==> src/rtl/riscv_multiciclo_controle.sv <==
// ============================================================================
// riscv_multiciclo_controle
//   Multicycle RV32I control unit: Moore FSM, datapath selects, instret counter
// Revision: 1.0
// ============================================================================
`default_nettype none

module riscv_multiciclo_controle (
  input  logic        clk,
  input  logic        reset,
  input  logic [6:0]  op,
  input  logic [2:0]  funct3,
  input  logic        funct7b5,
  input  logic        zero,
  input  logic        lt,
  input  logic        ltu,
  input  logic        mem_ready,
  output logic        PCWrite,
  output logic        AdrSrc,
  output logic        MemWrite,
  output logic        IRWrite,
  output logic        RegWrite,
  output logic [1:0]  ResultSrc,
  output logic [1:0]  ALUSrcA,
  output logic [1:0]  ALUSrcB,
  output logic [2:0]  ALUControl,
  output logic [1:0]  ImmSrc,
  output logic [3:0]  state,
  output logic        retire,
  output logic        illegal,
  output logic [31:0] instret
);

  localparam logic [6:0] OP_LOAD   = 7'b0000011;
  localparam logic [6:0] OP_STORE  = 7'b0100011;
  localparam logic [6:0] OP_R      = 7'b0110011;
  localparam logic [6:0] OP_IMM    = 7'b0010011;
  localparam logic [6:0] OP_BRANCH = 7'b1100011;
  localparam logic [6:0] OP_JAL    = 7'b1101111;

  localparam logic [2:0] ALU_ADD = 3'b000;
  localparam logic [2:0] ALU_SUB = 3'b001;

  typedef enum logic [3:0] {
    S_FETCH    = 4'd0,
    S_DECODE   = 4'd1,
    S_MEMADR   = 4'd2,
    S_MEMREAD  = 4'd3,
    S_MEMWB    = 4'd4,
    S_MEMWRITE = 4'd5,
    S_EXECR    = 4'd6,
    S_EXECI    = 4'd7,
    S_ALUWB    = 4'd8,
    S_BRANCH   = 4'd9,
    S_JAL      = 4'd10,
    S_ILLEGAL  = 4'd11
  } state_t;

  state_t      state_q, state_d;
  logic [31:0] instret_q;

  logic pc_write, mem_write, ir_write, reg_write, retire_c, illegal_c;
  logic taken, branch_ok;

  always_comb begin
    taken     = 1'b0;
    branch_ok = 1'b1;
    case (funct3)
      3'b000:  taken = zero;
      3'b001:  taken = ~zero;
      3'b100:  taken = lt;
      3'b101:  taken = ~lt;
      3'b110:  taken = ltu;
      3'b111:  taken = ~ltu;
      default: branch_ok = 1'b0;
    endcase
  end

  always_comb begin
    case (op)
      OP_STORE:  ImmSrc = 2'b01;
      OP_BRANCH: ImmSrc = 2'b10;
      OP_JAL:    ImmSrc = 2'b11;
      default:   ImmSrc = 2'b00;
    endcase
  end

  always_comb begin
    state_d    = state_q;
    pc_write   = 1'b0;
    mem_write  = 1'b0;
    ir_write   = 1'b0;
    reg_write  = 1'b0;
    retire_c   = 1'b0;
    illegal_c  = 1'b0;
    AdrSrc     = 1'b0;
    ResultSrc  = 2'b00;
    ALUSrcA    = 2'b00;
    ALUSrcB    = 2'b00;
    ALUControl = ALU_ADD;
    case (state_q)
      S_FETCH: begin
        ALUSrcB   = 2'b10;
        ResultSrc = 2'b10;
        ir_write  = mem_ready;
        pc_write  = mem_ready;
        if (mem_ready) state_d = S_DECODE;
      end
      S_DECODE: begin
        ALUSrcA = 2'b01;
        ALUSrcB = 2'b01;
        case (op)
          OP_LOAD, OP_STORE: state_d = S_MEMADR;
          OP_R:              state_d = S_EXECR;
          OP_IMM:            state_d = S_EXECI;
          OP_BRANCH:         state_d = S_BRANCH;
          OP_JAL:            state_d = S_JAL;
          default:           state_d = S_ILLEGAL;
        endcase
      end
      S_MEMADR: begin
        ALUSrcA = 2'b10;
        ALUSrcB = 2'b01;
        state_d = (op == OP_LOAD) ? S_MEMREAD : S_MEMWRITE;
      end
      S_MEMREAD: begin
        AdrSrc = 1'b1;
        if (mem_ready) state_d = S_MEMWB;
      end
      S_MEMWB: begin
        ResultSrc = 2'b01;
        reg_write = 1'b1;
        retire_c  = 1'b1;
        state_d   = S_FETCH;
      end
      S_MEMWRITE: begin
        AdrSrc    = 1'b1;
        mem_write = 1'b1;
        retire_c  = mem_ready;
        if (mem_ready) state_d = S_FETCH;
      end
      S_EXECR: begin
        ALUSrcA = 2'b10;
        if (funct3 == 3'b000) begin
          ALUControl = funct7b5 ? ALU_SUB : ALU_ADD;
          state_d    = S_ALUWB;
        end else begin
          state_d    = S_ILLEGAL;
        end
      end
      S_EXECI: begin
        ALUSrcA = 2'b10;
        ALUSrcB = 2'b01;
        state_d = (funct3 == 3'b000) ? S_ALUWB : S_ILLEGAL;
      end
      S_ALUWB: begin
        reg_write = 1'b1;
        retire_c  = 1'b1;
        state_d   = S_FETCH;
      end
      S_BRANCH: begin
        ALUSrcA    = 2'b10;
        ALUControl = ALU_SUB;
        pc_write   = branch_ok & taken;
        retire_c   = branch_ok;
        state_d    = branch_ok ? S_FETCH : S_ILLEGAL;
      end
      S_JAL: begin
        ALUSrcA  = 2'b01;
        ALUSrcB  = 2'b10;
        pc_write = 1'b1;
        state_d  = S_ALUWB;
      end
      S_ILLEGAL: begin
        illegal_c = 1'b1;
      end
      default: state_d = S_ILLEGAL;
    endcase
  end

  // Reset masks side effects in the same time step, even though FETCH is
  // otherwise sensitive to mem_ready.
  assign PCWrite  = pc_write  & reset;
  assign IRWrite  = ir_write  & reset;
  assign MemWrite = mem_write & reset;
  assign RegWrite = reg_write & reset;
  assign retire   = retire_c  & reset;
  assign illegal  = illegal_c & reset;
  assign state    = state_q;
  assign instret  = instret_q;

  always_ff @(posedge clk or negedge reset) begin
    if (!reset) begin
      state_q   <= S_FETCH;
      instret_q <= 32'd0;
    end else begin
      state_q <= state_d;
      if (retire) instret_q <= instret_q + 32'd1;
    end
  end

endmodule

`default_nettype wire

==> config.mk <==
export PLATFORM = sky130hd
export DESIGN_NAME = riscv_multiciclo_controle
export DESIGN_NICKNAME = d
export VERILOG_FILES = /design/src/rtl/riscv_multiciclo_controle.sv
export SDC_FILE = /design/constraint.sdc
export NUM_CORES = 1
export LEC_CHECK = 0
export ABC_AREA = 1
export CAP_MARGIN = 10
export CORE_MARGIN = 2
export CORE_UTILIZATION = 54
export DETAILED_ROUTE_END_ITERATION = 6
export PLACE_DENSITY = 0.95
export SLEW_MARGIN = 20
export SYNTH_ARGS = -nofsm -noshare
export SYNTH_HDL_FRONTEND = slang
export SYNTH_SLANG_ARGS = --single-unit
==> constraint.sdc <==
create_clock -name clk -period 2.4 [get_ports clk]
set_input_delay 0.24 -clock clk [delete_from_list [all_inputs] [get_ports clk]]
set_output_delay 0.24 -clock clk [all_outputs]
set_load 0.005 [all_outputs]
==> results of run 1 <==
[layer usage]
layer,track usage (%),wire length (um),up-vias
met1,35.34,3017,1402
li1,-,-,1542
met5,0,0,-
met3,7.143,653,39
met4,10.14,260,0
met2,46.28,3564,154
[sequential cells by signal, summed over array words and instances, names as in the netlist]
| name | flops |
|---|---|
| state | 4 |
| instret | 32 |
[repair_timing]
action	in CTS	in global routing
setup endpoints to repair	0	3
resized for setup	0	5
hold endpoints to repair	15	0
hold buffers	1	0
[power by group through the flow]
stage               logic [uW]  clock network, uW  registers [uW]
detailed placement        1180                  0             843
global placement          1150                  0             838
finish                    1190                454             847
CTS                       1190                454             833
global route              1320                487             860
floorplan                  699                  0             822
[path summary, 6_finish.rpt]
kind / from / slack (ns) / to
setup / recovery: state[0] / 0.17 / PCWrite
hold / removal: reset / 0.37 / instret[27]
setup reg to reg: instret[1] / 0.60 / instret[18]
hold reg to reg: instret[31] / 0.55 / instret[31]
max in group asynchronous: reset / 1.45 / state[3]
min in group clk: instret[31] / 0.55 / instret[31]
[metrics by stage]
step                setup WS (ns)  cells  cell area [um^2]  power (uW)  hold WS [ns]
global route              0.01405    599              3598        2665        0.4046
CTS                       0.04114    599              3586        2474        0.4097
floorplan                  0.9246    457              2778        1521      -0.05559
global placement           0.3105    590              3483        1990        0.1812
finish                     0.1653    599              3598        2495        0.3711
detailed placement         0.2136    590              3483        2020        0.1858
[cell type report]
class / count / area [um^2]
multi-input combinational: 368 / 1635
timing repair buffer: 72 / 710.7
inverter: 45 / 168.9
fill: 424 / 1444
tap: 70 / 87.58
sequential: 36 / 903.4
clock buffer: 6 / 82.58
clock inverter: 2 / 10.01
[Yosys cell counts, types with 5 or more instances]
cell type	instances	area (um^2)
a21oi_1	6	30.03
xnor2_1	5	43.79
nor2_1	78	292.8
nand2_2	6	37.54
nand3_1	18	90.09
nand3b_1	11	82.58
o21ai_0	11	55.05
xor2_1	5	43.79
dfrtp_1	36	900.9
buf_4	5	37.54
nand2_1	208	780.8
inv_1	43	161.4
o21ai_2	6	52.55
[kinds of logic (layout without fill, tap and decap cells)]
| kind of cell | Yosys count | count (layout) |
|---|---|---|
| other | 1 | 2 |
| flip-flops | 36 | 36 |
| AND/OR/NAND/NOR | 328 | 328 |
| buffers and inverters | 53 | 125 |
| AO/OA/AOI/OAI | 26 | 26 |
| adder cells (fa/ha/maj) | 1 | 1 |
| XOR/XNOR | 11 | 11 |
==> impl_metrics.py, run 1 <==
metrics = {
    "run_status": {
        "status": "finished, final reports clean",
    },
    "clock_tree": {
        "cts_sinks": 36,
        "cts_tree": "yes",
        "cts-root-buf": "clkbuf_8",
        "clk_pin_slew_worst_paths_ns": 0.07,
        "cts_buffers": 5,
        "post_cts_buffers": 0,
        "cts.path.max_buffers": 2,
        "clk_latency_ns": 0.30,
        "h-tree-depth": 2,
    },
    "synth": {
        "ys_types": 27,
        "ys_warn_count": 0,
        "ys_seq_area_share_pct": 32.48,
        "synthesis.area_um2": 2774,
        "synth_edf_count": 0,
        "synth-xor-area-share_pct": 3.744,
        "synth-compound-area-share_pct": 5.774,
        "ys_ff_latch": 36,
        "avgSynthCellArea_um2": 6.083,
        "synthCells": 456,
        "synth_mux_area_share_pct": 0,
        "synthArstFlopShare_pct": 100.0,
        "synth_simple_gate_area_share_pct": 48.44,
        "synth_fa_ha_area_share_pct": 0.4511,
        "ys.flop_type": "dfrtp_1",
        "synth_top_family_by_area": "simple AND/OR/NAND/NOR gates",
    },
    "power_and_ir_drop": {
        "vdd_drop_max_v": 0.0004559,
        "pwr-share-clk_pct": 18.2,
        "power_switching_uw": 1016,
        "seqPwrFrac_pct": 33.9,
        "powerDensity_nw_per_um2": 693.3,
        "switching_share_pct": 40.73,
        "leakagePower_uw": 0.001690,
        "p_int_uw": 1479,
        "combPwrFrac_pct": 47.9,
    },
    "worst_hold_path": {
        "min-delay-path-class": "input pin to async pin",
    },
    "placement": {
        "place_hpwl_mm": 5.839,
        "numPortBuffers": 68,
        "gp_congestion": 0.9801,
    },
    "drt": {
        "antenna_left": 0,
        "post_drt_wl_per_cell_um": 12.51,
        "vias": 3137,
        "first_iter_violations": 264,
        "vias_per_cell": 5.237,
        "first_pass_iters": 5,
        "wl_mm": 7.495,
        "drc": 0,
    },
    "cells_and_area": {
        "post-route-util_pct": 71.36,
        "layout_common_cells": "nand2_1 (208), nor2_1 (77), clkdlybuf4s50_1 (67)",
        "drive_above_1_share_pct": 6.616,
        "mostFrequentLayoutCell": "nand2_1",
        "nNetsFinal": 546,
        "n_antenna_cell": 0,
        "area_growth_pct": 29.72,
    },
    "floorplanning": {
        "die_x_um": 75.67,
        "io_pins": 71,
        "num_rows": 26,
        "fp.dieH_um": 75.67,
        "die-area_um2": 5726,
        "initial_core_util_pct": 55.01,
        "core_um2": 5042,
    },
    "sta": {
        "post-route-period-util_pct": 93.11,
        "rsz0062_at_grt": "no",
        "final.setup.tns_ns": 0,
        "finalCriticalPeriod_ns": 2.235,
        "clock_skew_ns": 0.002404,
        "hold_violations": 0,
        "max_freq_mhz": 447.5,
        "slew_violations": 0,
        "finalSetupViolCount": 0,
    },
    "flow_run": {
        "maxCapViolations": 0,
    },
    "grt": {
        "grt_max_degree": 38,
        "grt_usage_pct": 27.96,
        "antenna_found_initial": 0,
        "grt_pass1_wl_mm": 12.35,
        "grt_pass1_vias": 2814,
        "grt-ovfl-total": 0,
    },
    "worst_setup_path": {
        "cp.required_ns": 2.16,
        "cp_num_buf_inv": 3,
        "cpMostUsedCell": "nand2_1",
        "critPathSlowestCell": "clkdlybuf4s50_1",
        "slowest_delay_ns": 0.52,
        "crit_path_max_fanout": 6,
        "critical_path_arrival_ns": 1.99,
        "cp-start-kind": "flop",
        "endpoint_kind": "output pin",
        "cp_top_family": "buffers and inverters",
        "crit_cells": 8,
        "critPathKind": "flop to output pin",
        "reg2regPathDepth": 8,
        "cp_cell_sequence": "nor2_1, nand2_1, inv_1, nand2_1, nand2_1, inv_1, a21oi_1, clkdlybuf4s50_1",
    },
}
No activity file was read; power rests on OpenSTA's default activity.
==> inputs of run 2 (changes only) <==
Settings changed: CORE_MARGIN 2 to unset.
==> run 2 against run 1 <==
Net effect:
- sequential share of layout area about the same
- total power is 0.33% higher
- highest routed layer unchanged
- global-route usage is 1.5 points higher
- final cell count fell by 0.50%
- utilization grew 3.2 points
- routed wire length is 0.83% higher
- first-iteration DRC count is 6.8% lower
- sequential cell count is the same
- critical path depth is the same
- sequential power is 0.6% higher
- die area is 5.2% lower
==> impl_metrics.py, run 2 (synthesized netlist as in run 1, its figures left out) <==
metrics = {
    "worst_setup_path": {
        "endpoint": "PCWrite",
        "startpoint": "state[3]",
        "endpoint_kind": "output pin",
        "cp.required_ns": 2.16,
        "cp-start-kind": "flop",
        "reg2regPathDepth": 8,
        "cpMostUsedCell": "nand2_1",
        "regToRegSetupSlack_ns": 0.63,
        "r2r_end": "instret[18]",
        "critPathSlowestCell": "clkdlybuf4s50_1",
        "critical_path_arrival_ns": 2.06,
        "reg2reg_from": "instret[1]",
        "critPathKind": "flop to output pin",
        "crit_path_max_fanout": 6,
        "cp_cell_sequence": "nor2_4, nand2_1, inv_1, nand2_1, nand2_1, inv_1, a21oi_1, clkdlybuf4s50_1",
        "slowest_delay_ns": 0.51,
    },
    "power_and_ir_drop": {
        "powerDensity_nw_per_um2": 697.1,
        "leakagePower_uw": 0.001690,
        "power_uw": 2503,
        "vdd_drop_max_v": 0.0006899,
    },
    "drt": {
        "first_pass_iters": 5,
        "wl_mm": 7.557,
        "antenna_left": 0,
        "drc": 0,
        "vias": 3079,
        "first_iter_violations": 246,
        "post_drt_wl_per_cell_um": 12.68,
        "vias_per_cell": 5.166,
    },
    "clock_tree": {
        "clk_latency_ns": 0.29,
        "post_cts_buffers": 0,
        "cts_buffers": 5,
        "cts_sinks": 36,
        "cts.path.max_buffers": 2,
        "h-tree-depth": 2,
        "cts-root-buf": "clkbuf_8",
        "clk_pin_slew_worst_paths_ns": 0.07,
        "cts_tree": "yes",
    },
    "cells_and_area": {
        "layout_common_cells": "nand2_1 (208), nor2_1 (77), clkdlybuf4s50_1 (67)",
        "n_antenna_cell": 0,
        "mostFrequentLayoutCell": "nand2_1",
        "area_growth_pct": 29.45,
        "nNetsFinal": 546,
        "largest_reg_flops": 32,
        "drive_above_1_share_pct": 6.427,
    },
    "worst_hold_path": {
        "min-delay-path-class": "input pin to async pin",
    },
    "floorplanning": {
        "die-area_um2": 5427,
        "fp.dieH_um": 73.67,
        "core_um2": 4817,
        "die_x_um": 73.67,
        "initial_core_util_pct": 57.58,
        "io_pins": 71,
        "num_rows": 25,
    },
    "placement": {
        "post-place-ws_ns": 0.2336,
        "numPortBuffers": 68,
        "gp_congestion": 0.9188,
        "place_hpwl_mm": 5.871,
    },
    "sta": {
        "slew_violations": 0,
        "max_freq_mhz": 434.2,
        "hold_violations": 0,
        "clock_skew_ns": 0.004911,
        "post-route-period-util_pct": 95.96,
        "finalCriticalPeriod_ns": 2.303,
        "finalSetupViolCount": 0,
        "setup_slack_ns": 0.09704,
    },
    "grt": {
        "antenna_found_initial": 0,
        "grt_max_degree": 38,
        "grt_pass1_vias": 2863,
        "grt_usage_pct": 29.44,
        "grt-ovfl-total": 0,
        "grt_pass1_wl_mm": 12.36,
    },
    "flow_run": {
        "maxCapViolations": 0,
    },
    "run_status": {
        "status": "finished, final reports clean",
    },
}
[run 2: final cells by class]
class	instances	area (um^2)
multi-input combinational	368	1635
inverter	45	168.9
timing repair buffer	72	708.2
clock inverter	2	10.01
fill	414	1226
clock buffer	6	82.58
tap	67	83.83
sequential	36	902.1
[run 2: worst min path at each step]
stage,depth (start not counted),startpoint,to
floorplan,0,reset,instret[0]
global placement,1,reset,state[3]
detailed placement,1,reset,state[3]
CTS,2,reset,state[1]
global route,2,reset,instret[17]
finish,2,reset,state[1]
[run 2: critical path, delay by kind of cell (launching register included)]
kind / cells / cell delay (ns)
buf+inv: 3 / 0.66
simple gates: 4 / 0.49
flops: 1 / 0.48
compound gates: 1 / 0.13
[run 2: what timing repair did]
item / CTS / global route
hold buffers: 1 / 0
resized for setup: 1 / 2
endpoints found under the hold margin: 8 / 0
endpoints found under the setup margin: 1 / 1
[run 2: metal layers]
metal  vias up  share of wire [%]  global-route usage [%]
li1       1538                  -                       -
met1      1388                 41                   34.63
met2       134                 50                   51.48
met3        19                6.7                   6.310
met4         0                2.3                   12.61
met5         -                  0                       0
[run 2: stage by stage]
step	cell area [um^2]	utilization, %	setup TNS (ns)	std cells	hold WS [ns]
final	3591	74.55	0	596	0.3473
after global routing	3591	74.55	-0.004731	596	0.3520
after CTS	3585	74.42	0	596	0.3426
after detailed placement	3480	72.23	0	587	0.1236
after global placement	3480	72.23	0	587	0.1260
after floorplan	2778	-	0	457	-0.05559
[run 2: where the power goes]
part,internal [uW],leakage (uW),switching (uW)
logic,552,0.00115,648
registers,695,0.000488,157
clock network,229,0.0000510,222
